<file path="config.mk">
export PLATFORM = sky130hd
export DESIGN_NAME = cache_line_fill_engine
export DESIGN_NICKNAME = d
export VERILOG_FILES = /design/src/rtl/cache_fill_pkg.sv /design/src/rtl/cache_fill_arbiter.sv /design/src/rtl/cache_line_fill_engine.sv
export SDC_FILE = /design/constraint.sdc
export NUM_CORES = 1
export LEC_CHECK = 0
export BUFFER_PORTS_ARGS = -buffer_cell sky130_fd_sc_hd__buf_2
export CAP_MARGIN = 20
export CORE_ASPECT_RATIO = 0.75
export CORE_UTILIZATION = 55
export CTS_BUF_LIST = sky130_fd_sc_hd__clkbuf_8
export DETAILED_ROUTE_END_ITERATION = 10
export PLACE_DENSITY = 0.88
export SKIP_LAST_GASP = 1
export SLEW_MARGIN = 0
export SYNTH_ARGS = -nofsm -noshare
export SYNTH_HDL_FRONTEND = slang
export SYNTH_HIERARCHICAL = 1
export SYNTH_SLANG_ARGS = --single-unit
</file>
<file path="constraint.sdc">
create_clock -name clk -period 5.3 [get_ports clk]
set_input_delay 1.325 -clock clk [delete_from_list [all_inputs] [get_ports clk]]
set_output_delay 1.325 -clock clk [all_outputs]
set_load 0.03 [all_outputs]
</file>
<file path="src/rtl/cache_fill_pkg.sv">
// Shared types and geometry helpers for the cache line fill engine.
package cache_fill_pkg;

  typedef enum logic [1:0] {
    IDLE = 2'd0,
    REQ  = 2'd1,
    FILL = 2'd2,
    DONE = 2'd3
  } fill_state_e;

  typedef enum logic {
    SIDE_I = 1'b0,
    SIDE_D = 1'b1
  } fill_side_e;

  function automatic int word_bytes(input int word_w);
    return word_w / 8;
  endfunction

  function automatic int line_bytes(input int word_w, input int line_words);
    return (word_w / 8) * line_words;
  endfunction

  function automatic int ofs_w(input int line_words);
    return $clog2(line_words);
  endfunction

endpackage

</file>
<file path="src/rtl/cache_fill_arbiter.sv">
// Two-way round-robin grant between I and D fill requests; priority flips on each completed fill.
module cache_fill_arbiter
  import cache_fill_pkg::*;
(
  input  logic       clk,
  input  logic       reset,
  input  logic       i_req_i,
  input  logic       i_req_d,
  input  logic       i_update,
  input  fill_side_e i_served,
  output logic       o_gnt_valid,
  output fill_side_e o_gnt_side
);

  // r_prio is the side that wins when both request at once.
  fill_side_e r_prio;

  always_ff @(posedge clk) begin
    if (reset) begin
      r_prio <= SIDE_D;
    end else if (i_update) begin
      r_prio <= (i_served == SIDE_I) ? SIDE_D : SIDE_I;
    end
  end

  always_comb begin
    o_gnt_valid = i_req_i || i_req_d;
    o_gnt_side  = SIDE_I;
    if (i_req_i && i_req_d) begin
      o_gnt_side = r_prio;
    end else if (i_req_d) begin
      o_gnt_side = SIDE_D;
    end
  end

endmodule

</file>
<file path="src/rtl/cache_line_fill_engine.sv">
// Cache line fill engine: arbitrates I/D misses, fetches a line critical-word-first
// from the SDRAM controller in burst or single-beat mode, and presents the assembled line.
module cache_line_fill_engine
  import cache_fill_pkg::*;
#(
  parameter int WORD_W     = 16,
  parameter int LINE_WORDS = 8,
  parameter int ADDR_W     = 32,
  parameter int CWF        = 1,
  parameter int TIMEOUT    = 255
) (
  input  logic                           clk,
  input  logic                           reset,
  input  logic                           i_fill_req,
  input  logic [ADDR_W-1:0]              i_fill_addr,
  input  logic                           i_burst_en,
  input  logic                           d_fill_req,
  input  logic [ADDR_W-1:0]              d_fill_addr,
  input  logic                           d_burst_en,
  input  logic                           abort,
  output logic                           mem_req,
  output logic [ADDR_W-1:0]              mem_addr,
  output logic                           mem_burst,
  output logic [$clog2(LINE_WORDS)-1:0]  mem_burst_len,
  input  logic [WORD_W-1:0]              mem_data,
  input  logic                           mem_ack,
  output logic [LINE_WORDS*WORD_W-1:0]   fill_data,
  output logic [ADDR_W-1:0]              fill_addr,
  output logic                           fill_valid_i,
  output logic                           fill_valid_d,
  output logic                           busy,
  output logic                           err,
  output fill_state_e                    o_dbg_state
);

  localparam int WORD_BYTES = word_bytes(WORD_W);
  localparam int LINE_BYTES = line_bytes(WORD_W, LINE_WORDS);
  localparam int OFS_W      = ofs_w(LINE_WORDS);
  localparam int WB_W       = $clog2(WORD_BYTES);
  localparam int TMO_W      = (TIMEOUT < 1) ? 1 : $clog2(TIMEOUT + 1);
  localparam logic [ADDR_W-1:0] LINE_MASK = ADDR_W'(LINE_BYTES - 1);

  fill_state_e              r_state;
  fill_side_e               r_side;
  logic [ADDR_W-1:0]        r_base;
  logic [OFS_W-1:0]         r_idx0;
  logic [OFS_W-1:0]         r_beat;
  logic                     r_burst;
  logic [TMO_W-1:0]         r_tmo;
  logic [LINE_WORDS*WORD_W-1:0] r_line;

  fill_state_e              w_next;
  logic                     w_gnt_valid;
  fill_side_e               w_gnt_side;
  logic [ADDR_W-1:0]        w_gnt_addr;
  logic [ADDR_W-1:0]        w_gnt_base;
  logic [OFS_W-1:0]         w_gnt_idx;
  logic                     w_gnt_burst;
  logic                     w_active;
  logic                     w_ack;
  logic                     w_last;
  logic                     w_tmo;
  logic                     w_done;
  logic [OFS_W-1:0]         w_slot;
  logic [ADDR_W-1:0]        w_start_addr;
  logic [ADDR_W-1:0]        w_slot_addr;

  cache_fill_arbiter u_arb (
    .clk         (clk),
    .reset       (reset),
    .i_req_i     (i_fill_req),
    .i_req_d     (d_fill_req),
    .i_update    (w_done),
    .i_served    (r_side),
    .o_gnt_valid (w_gnt_valid),
    .o_gnt_side  (w_gnt_side)
  );

  assign w_gnt_addr   = (w_gnt_side == SIDE_I) ? i_fill_addr : d_fill_addr;
  assign w_gnt_burst  = (w_gnt_side == SIDE_I) ? i_burst_en  : d_burst_en;
  assign w_gnt_base   = w_gnt_addr & ~LINE_MASK;
  assign w_gnt_idx    = OFS_W'((w_gnt_addr & LINE_MASK) >> WB_W);

  // Slot index wraps mod LINE_WORDS through natural OFS_W-bit overflow.
  assign w_slot       = r_idx0 + r_beat;
  assign w_start_addr = r_base + ADDR_W'(r_idx0) * ADDR_W'(WORD_BYTES);
  assign w_slot_addr  = r_base + ADDR_W'(w_slot) * ADDR_W'(WORD_BYTES);

  // Memory handshake: mem_req stays high from grant until the final beat; each cycle
  // with mem_ack high while requesting transfers exactly one word on mem_data.
  assign w_active = (r_state == REQ) || (r_state == FILL);
  assign w_ack    = w_active && mem_ack;
  assign w_last   = (r_beat == OFS_W'(LINE_WORDS - 1));
  assign w_tmo    = (TIMEOUT != 0) && w_active && !mem_ack && (r_tmo == TMO_W'(TIMEOUT));
  assign w_done   = (r_state == DONE) && !abort;

  always_comb begin
    w_next = r_state;
    case (r_state)
      IDLE:      if (w_gnt_valid) w_next = REQ;
      REQ, FILL: begin
        if (w_ack) begin
          w_next = w_last ? DONE : FILL;
        end else if (w_tmo) begin
          w_next = IDLE;
        end
      end
      DONE:      w_next = IDLE;
      default:   w_next = IDLE;
    endcase
    if (abort) begin
      w_next = IDLE;
    end
  end

  always_ff @(posedge clk) begin
    if (reset) begin
      r_state <= IDLE;
      r_side  <= SIDE_I;
      r_base  <= '0;
      r_idx0  <= '0;
      r_beat  <= '0;
      r_burst <= 1'b0;
      r_tmo   <= '0;
      r_line  <= '0;
    end else begin
      r_state <= w_next;
      if ((r_state == IDLE) && w_gnt_valid && !abort) begin
        r_side  <= w_gnt_side;
        r_base  <= w_gnt_base;
        r_idx0  <= (CWF != 0) ? w_gnt_idx : '0;
        r_burst <= w_gnt_burst;
        r_beat  <= '0;
        r_tmo   <= '0;
      end else if (w_ack && !abort) begin
        r_line[w_slot*WORD_W +: WORD_W] <= mem_data;
        r_beat <= r_beat + 1'b1;
        r_tmo  <= '0;
      end else if (w_active && (TIMEOUT != 0)) begin
        r_tmo <= r_tmo + 1'b1;
      end
    end
  end

  assign mem_req       = w_active;
  assign mem_burst     = w_active && r_burst;
  assign mem_burst_len = w_active ? OFS_W'(LINE_WORDS - 1) : '0;
  assign mem_addr      = !w_active ? '0 : (r_burst ? w_start_addr : w_slot_addr);
  assign fill_data     = r_line;
  assign fill_addr     = r_base;
  assign fill_valid_i  = w_done && (r_side == SIDE_I);
  assign fill_valid_d  = w_done && (r_side == SIDE_D);
  assign busy          = (r_state != IDLE);
  assign err           = w_tmo;
  assign o_dbg_state   = r_state;

endmodule

</file>
==> results, run 1 <==
- The initial antenna violation count is 0.
- The via count of the first global-routing pass is 6269.
- Fill cells in the final layout number 1028.
- The number of pins with negative max-slew slack in the final report came to 0.
- The worst path setup slack after routing is 1470 ps.
- Together, buffers and inverters on the worst path number 3.
- The number of detailed-routing iterations run before antenna repair is 6.
- Counting instances in the post-synthesis netlist gives the leading cell types as dfxtp_1 (175), mux2i_1 (112), nand2b_1 (71).
- After global routing the overflow that remains totals 0.
- For the worst setup path, the data required time is 5610 ps.
- Detailed routing inserted a total of 6706 vias.
- For this design, the CTS-stage hold fixing added 0 buffers.
- The combinational family with the most area after synthesis is simple AND/OR/NAND/NOR gates.
- Once detail routing completed, the nets flagged for antenna violations numbered 0.
- The total routing resource utilization after global routing is 28.8%.
- The max-slew headroom at the worst pin is 32.1%.
- The routed via count divided by cell count is 5.39.
- The maximum buffer depth of the clock tree is 2.
- The worst clock skew on the final layout is 14.5 ps.
- The top achievable clock speed is 261 MHz.
- The top-level I/O count is 291.
- The kind of cell adding the most delay to the critical path is simple AND/OR/NAND/NOR gates.
- The number of endpoints with negative hold slack in the final report was 0.
- CTS placed an instance of clkbuf_8 at the clock tree root.
- The H-tree generated during clock tree synthesis spans 4 levels.
- Among all flip-flop cells after synthesis, the most frequent one is dfxtp_1.
- The number of flops mapped to enable cells by yosys is 0.
- The tree built by TritonCTS fans out to 175 sinks.
- The repair_antennas step left the layout with diodes totalling 0.
- The min-delay analysis places its worst path in the category reg2reg.
- The worst-skew pair later-pin latency is 470 ps.
- The number of synthesized register bits is 175.
- The time the final worst path needs with I/O delays and setup is 3830 ps.
- The worst path uses 72.3% of the clock period.
- The most common cell in the netlist is dfxtp_1.
- The number of distinct standard cells referenced by the synthesized netlist is 49.
- The synthesized netlist devotes 1.23% of its cell area to XOR and XNOR gates.
- Summed over all instances, the cell type with the most area after synthesis is dfxtp_1.
- Setup repair after global routing left no endpoint under its margin.
- The number of standard-cell rows in the floorplan is 36.
- Walking the worst path, the cells encountered are ha_1 > fa_1 > inv_1 > ha_1 > buf_4 > nor2b_1 > buf_4 > nand4_1 > nand3b_1 > o21ai_0.
- The launching element type of the critical path is a flip-flop.
- The number of max-cap violations is 0.
- The buffer count from post-CTS setup fixing is 0.
- The finished cells cover 9420 um^2.
- The quantity of gates resized following cts is 0.
- In this run the vertical extent of the chip is 104 um.
- The fraction of layout instances using a drive strength above 1 is 31.7%.
- The CTS tree is done.
- The worst slack after detailed placement is 1530 ps.
- After Yosys synthesis, and, or, nand and nor cells account for 22.8% of the synthesized area.
- Clock tree synthesis inserted a total of 17 buffers.
- The synthesized netlist devotes 8.92% of its cell area to compound gates.
- The largest stage delay on the critical path is 780 ps.
- Across the VDD grid, the largest voltage drop is 0.173 mV.
- The post-detailed-placement cell area is 9050 um^2.
- The placer congestion estimate is 0.838.
- Power spread over the standard cell area amounts to 277 nW/um^2.
- The wire length of the first global-routing pass is 32.9 mm.
- After global routing, the most crowded layer is met2.
- At the pin with the least slew margin, the transition time is 1020 ps.
- The largest net degree at the start of global routing is 123.
- After the last flow step, the layout net total stands at 1158.
- The die width is 138 um.
- After detailed routing, the average wire length per cell comes to 16.6 um.
- Adding up every negative setup slack in the final design gives 0 ps.
- In the routed design, unresolved DRC markers number 0.
- The cell area that synthesis handed to floorplanning was 7630 um^2.
- The warning count from the yosys run is 6.
- The met2 usage in global routing is 44.7%.
- Yosys attributes the largest share of cell area to dfxtp_1 (46%), mux2i_1 (15%), nand2b_1 (5.8%).
- The fraction of synthesized area in multiplexers is 14.7%.
- The number of buffers inserted by port buffering is 283.
- The count of routing violations after the opening detailed-route iteration is 534.
- The leakage power of the design is 0.00460 uW.
- The worst setup path is captured at a flip-flop.
- After legalization and detailed placement, the total HPWL measured 14.6 mm.
- For this run, global-route usage on met3 was measured as 6.12%.
- The area enclosed by the die boundary is 14400 um^2.
- The area inside the core boundary is 13200 um^2.
- The arrival time at the worst endpoint is 4140 ps.
- The post-synthesis share of cell area spent on full adders, half adders and majority gates is 1.57%.
- The number of standard cells after synthesis is 817.
- The flow ran to the end, and the final reports show no timing, DRC or antenna violations.
- Along the worst path, the maximum fanout reaches 21.
- The effective utilization at floorplan is 57.6%.
- After synthesis, the mean cell area works out to 9.34 um^2.
- The critical path class is reg2reg.
- Clock-pin slew was measured on the worst setup and hold paths at 90 ps.
- The area growth from synthesis to layout is 23.4%.
- The total routed wirelength is 20.6 mm.
- The final setup violation count is 0.
- Summing the sequential cell areas from Yosys gives 45.9% of the chip area.
- For met1 alone, demand over resource in global routing was 39.8%.
- The cell with the largest stage delay on the worst path is nand4_1.
- Across all hold checks on the routed design, the worst slack comes to 454 ps.
- The fraction of post-synthesis cell area in the top cell type by area is 45.9%.
- Of all flip-flops after synthesis, the portion carrying an async set or reset was 0%.
[sequential cells by signal, indices dropped and copies added, names as in the netlist]
name	cells
fill_addr	28
fill_data	128
o_dbg_state	2
r_beat	3
r_burst	1
r_idx0	3
r_side	1
r_tmo	8
u_arb/r_prio	1
[power by group]
part / switching (uW) / leakage, uW / internal [uW]
Combinational: 258 / 0.00301 / 123
Sequential: 21.1 / 0.00142 / 1340
Clock: 525 / 0.000179 / 338
[worst min-delay path: stages, from the launching register on]
cell and delay (ps):
dfxtp_1 320, nand2_1 50, a21oi_1 50
[placed cells by master (no fill, tap or decap), drive strengths merged, types with 2 or more instances in the layout]
| cell | instances |
|---|---|
| clkbuf | 17 |
| ha | 8 |
| inv | 10 |
| buf | 294 |
| a211oi | 34 |
| or2 | 4 |
| and2 | 33 |
| dfxtp | 175 |
| nor2 | 70 |
| xor2 | 4 |
| clkinvlp | 4 |
| conb | 5 |
| o21ai | 29 |
| nand2b | 71 |
| a21oi | 45 |
| nor3 | 3 |
| a21o | 2 |
| nand3b | 6 |
| xnor2 | 4 |
| nor4 | 2 |
| nand4 | 29 |
| nor4b | 2 |
| nor2b | 6 |
| clkinv | 7 |
| mux2i | 112 |
| and3 | 13 |
| and3b | 2 |
| nor3b | 2 |
| nand3 | 26 |
| nand2 | 46 |
[cell families after synthesis]
family / Yosys count
buf+inv: 79
simple gates: 319
xor+xnor: 9
fa+ha+maj: 9
compound gates: 113
flops: 175
other cells: 1
mux: 112
[area by class of cell]
class | count | area, um^2 | share of cell area [%]
Multi-Input combinational cell | 567 | 3810 | 40.4
Sequential cell | 175 | 3500 | 37.2
Timing Repair Buffer | 294 | 1500 | 15.9
Clock buffer | 17 | 234 | 2.48
Tap cell | 171 | 214 | 2.27
Clock inverter | 15 | 138 | 1.46
Inverter | 6 | 22.5 | 0.239
[path summary, 6_finish.rpt]
| check | from | endpoint | slack [ps] | cells after the start |
|---|---|---|---|---|
| max | r_idx0[0] | fill_data[59] | 1470 | 10 |
| min | fill_data[56] | fill_data[56] | 450 | 2 |
| max reg2reg | r_idx0[0] | fill_data[59] | 1470 | 10 |
| min reg2reg | fill_data[56] | fill_data[56] | 450 | 2 |
[routing by layer]
layer  vias up  part of all wire [%]
met1      3137                    46
li1       3293                     -
met4         0                   1.5
met3        29                   7.1
met2       247                    45
met5         -                     0
[metrics by stage]
stage               cells  total power, uW  util [%]
global placement     1213             1760      68.3
CTS                  1245             2620      71.1
finish               1245             2600      71.1
detailed placement   1213             1770      68.3
floorplan             821             1650         -
global route         1245             2710      71.1
Note: power is estimated with default switching activity, not from simulation.
==> run 2: changes to the inputs <==
- ABC_AREA: unset -> 1
- CORE_UTILIZATION: 55 -> 46
- PLACE_DENSITY: 0.88 -> 0.78
- clock period: 5.3 -> 3.2 ns (I/O delays scaled with it)
==> run 2 against run 1 <==
Worst hold slack got worse by 2.4 ps. Largest cell class is now sequential cells. Critical endpoint is now mem_addr[2]. The flow now finishes with violations (design-rule violations). First-iteration DRC count decreased by 6.4%. Critical path type is now reg2out. Cell area increased by 3.5%. Combinational power increased by 89%. Sequential share of layout area decreased by 1.3 points. Utilization decreased by 11 points. Sequential power increased by 65%. Worst setup slack got worse by 1300 ps. Global-route usage decreased by 2.9 points. Final cell count increased by 26%. Die area increased by 22%.
==> results, run 2 <==
- The run finished, with violations left.
- The checks that failed: design-rule violations.
- The cell with the largest stage delay on the worst path is ha_1.
- The fraction of post-synthesis cell area in the top cell type by area is 44.9%.
- The floorplan step set the die width to 152 um.
- The detailed-route wire length per cell is 14.6 um.
- The initial utilization of the core area, before any placement, comes to 47.9%.
- The worst flop-to-flop path endpoint is fill_data[118].
- The total routing resource utilization after global routing is 25.9%.
- The synthesized netlist occupies a cell area of 7800 um^2.
- The routed layout has 7924 vias.
- The number of hold buffers added after CTS was 0.
- The number of nets with antenna violations after detailed routing is 0.
- The worst setup path is captured at an output pin.
- The post-route netlist has 26.5% of its cells at a drive strength greater than 1.
- Before antenna repair, the detailed router went through 8 iterations.
- Counting flops with an async set or reset pin after synthesis yields a share of 0%.
- The number of distinct standard cells referenced by the synthesized netlist is 38.
- Setup repair after global routing left no endpoint under its margin.
- The first global-routing pass estimated 35.4 mm of wire.
- The largest net degree at the start of global routing is 86.
- Of the total power, the clock network draws 35.0%.
- The warning count from the yosys run is 6.
- Combinational logic burns 15.7% of the power.
- The layout filler cell count is 1524.
- The critical path goes through inv_1 > ha_1 > inv_1 > or2_2 > o21ai_0 > buf_2.
- The maximum buffer depth of the clock tree is 2.
- In this run, post-CTS repair resized a total of 0 instances.
- The number of buffers inserted by port buffering is 283.
- The switching power total is 1410 uW.
- Across the VDD grid, the largest voltage drop is 0.249 mV.
- The utilization after layout is 59.9%.
- By instance count, the leading cell after synthesis is dfxtp_1.
- The worst setup path is launched from a flip-flop.
- Summed over all cells, the static leakage comes to 0.00529 uW.
- Counting every sink on the clock net gives 175.
- Measured along the y axis, the die boundary spans 115 um.
- Sequential cells were found to cover 44.9% of the synthesized design area.
- The register with the most flip-flops in the layout has 128 of them.
- The H-tree generated during clock tree synthesis spans 4 levels.
- The worst min-delay path category is reg2reg.
- The CTS tree is done.
- The via count of the first global-routing pass is 6836.
- In this run the clock root is driven by a clkbuf_8.
- The count of routing violations after the opening detailed-route iteration is 500.
- The synthesized design contains 0 enable-type register cells.
- The final-stage net count is 1448.
- In this run, flip-flops and latches consume 49.2% of the power.
- Clock-pin slew was measured on the worst setup and hold paths at 90 ps.
- The most common cell after layout, fill and taps aside is buf_2.
- The worst clock skew on the final layout is 18.7 ps.
- The count of antenna diodes in the layout is 0.
- The smallest clock period supported by the final layout is computed as 3010 ps.
- The number of max-cap violations is 0.
- The commonest cells after synthesis are dfxtp_1 (175), nor2_1 (171), nand2_1 (160).
- The buffer count from post-CTS setup fixing is 0.
- The top fanout value on the critical path is 8.
- Yosys attributes the largest share of cell area to dfxtp_1 (45%), a21oi_1 (8.9%), nor2_1 (8.2%).
- After technology mapping, the gate count stands at 1101.
- The die covers 17500 um^2.
- The most repeated library cell on the critical path is inv_1.
- At the placement stage, the worst setup path has a slack of 273 ps.
- The final total negative setup slack is 0 ps.
- Setup slack closes at 186 ps.
- Counting the buffers created by CTS gives 17.
- After detailed routing, the number of remaining DRC violations is 14.
- The initial antenna violation count was 0.
- The length in cells of the worst reg-to-reg path is 10.
- The layout-stage area growth over the synthesis result is 25.0%.
- The mean cell area of the mapped netlist is 7.08 um^2.
- Summing all multi-input logic gate instances after layout gives 3380 um^2.
- The number of standard-cell rows in the floorplan is 40.
- The top-level I/O count is 291.
- Leaving out fill and tap cells, the most frequent cells in the layout are buf_2 (283), dfxtp_1 (175), nor2_1 (171).
- The area inside the core boundary is 16300 um^2.
- Setup slack on the worst reg-to-reg path comes out at 300 ps.
- The number of pins with negative max-slew slack in the final report was 0.
- The worst-skew pair later-pin latency is 470 ps.
- The largest stage delay on the critical path is 450 ps.
- The routed via count divided by cell count is 5.03.
- In this run the power density over the cells is 470 nW/um^2.
- The worst hold path was traced through 2 stages.
- The internal power contribution is 3170 uW.
- The dominant synthesized flop cell is dfxtp_1.
- Based on the critical path, the design can be clocked at up to 332 MHz.
- In this run the critical register-to-register path is launched from r_idx0[0].
- The worst setup path is of the reg2out kind.
- In this run switching power makes up 30.8% of total power.
- The post-detailed-placement half-perimeter wirelength is 16.5 mm.
- The largest total area in the synthesized netlist belongs to dfxtp_1.
- The placer congestion estimate is 0.860.
- Dividing the final minimum period by the clock period gives 94.2%.
- In this run the tightest slew margin relative to its limit is 58.2%.
- Data arrives at the worst endpoint at 2210 ps.
- In this run, synthesis produced a sequential element count of 175.
- At the pin with the least slew margin, the transition time is 627 ps.
- The number of endpoints with negative hold slack in the final report is 0.
- The sink of the worst hold path is fill_data[15].
- The required time at the endpoint of the critical path is 2400 ps.
- The remaining global-route overflow is 0.
- The hold path startpoint is fill_data[15].
- The final setup violation count is 0.
- The total routed wirelength is 23.0 mm.
- The sequential cell area is 3500 um^2.
- The final worst hold slack is 452 ps.
[run 2: cell types whose count changed after synthesis, sizes merged, moves of 33 or more]
cell and change:
a21oi +94, nor2 +103, mux2i -112, inv +148, and2 -33, o21ai +69, nand2 +117, nand2b -71
[run 2: per-layer routing]
metal  vias up  track usage [%]  part of all wire, %
li1       4003                -                    -
met5         -                0                    0
met4         0             8.78                  1.9
met2       283             40.6                   45
met3        35             7.12                  8.1
met1      3603             34.7                   45
[run 2: worst max-delay path: cells and delay by family, from the launching register on]
| family | cells | cell delay [ps] |
|---|---|---|
| AND/OR/NAND/NOR | 1 | 320 |
| AO/OA/AOI/OAI | 1 | 150 |
| adder cells (fa/ha/maj) | 1 | 450 |
| buffers and inverters | 3 | 440 |
| flip-flops | 1 | 400 |
[run 2: logic make-up (layout without fill, tap and decap cells)]
kind of cell,count (synthesis),count (layout),share of synthesized area [%]
buf+inv,232,491,12.1
flops,175,175,44.9
xor+xnor,2,2,0.225
compound gates,259,259,17.8
other cells,1,5,0.0481
fa+ha+maj,9,9,1.54
simple gates,423,423,23.3
[run 2: area by class of cell]
type / instances / share of cell area, %
clock buffers: 19 / 2.68
inverters: 154 / 5.97
repair buffers: 305 / 16.5
well taps: 210 / 2.70
flip-flops and latches: 175 / 35.9
clock inverters: 13 / 1.58
multi-input cells: 698 / 34.6
[run 2: worst max path at each step]
stage                                end  slack [ps]      startpoint  cells after the start
after floorplan              mem_addr[1]          40  o_dbg_state[0]                      6
after global placement      fill_data[0]         300       r_idx0[0]                     14
final                        mem_addr[2]         190  o_dbg_state[0]                      6
after CTS                    mem_addr[2]         150  o_dbg_state[0]                      6
after global routing      fill_data[118]          30       r_idx0[0]                     13
after detailed placement    fill_data[1]         270       r_beat[0]                     14
[run 2: power groups by stage]
stage	Combinational (uW)	Sequential, uW	Clock, uW
final	721	2250	1610
after global routing	777	2260	1720
after CTS	710	2250	1630
after detailed placement	707	2300	0
after global placement	698	2300	0
after floorplan	409	2370	0
[run 2: through the flow]
| stage | cells | power [uW] | instance area (um^2) |
|---|---|---|---|
| after CTS | 1574 | 4590 | 9740 |
| after global placement | 1542 | 3000 | 9330 |
| after detailed placement | 1542 | 3010 | 9330 |
| final | 1574 | 4580 | 9750 |
| after global routing | 1574 | 4760 | 9750 |
| after floorplan | 1105 | 2780 | 7810 |
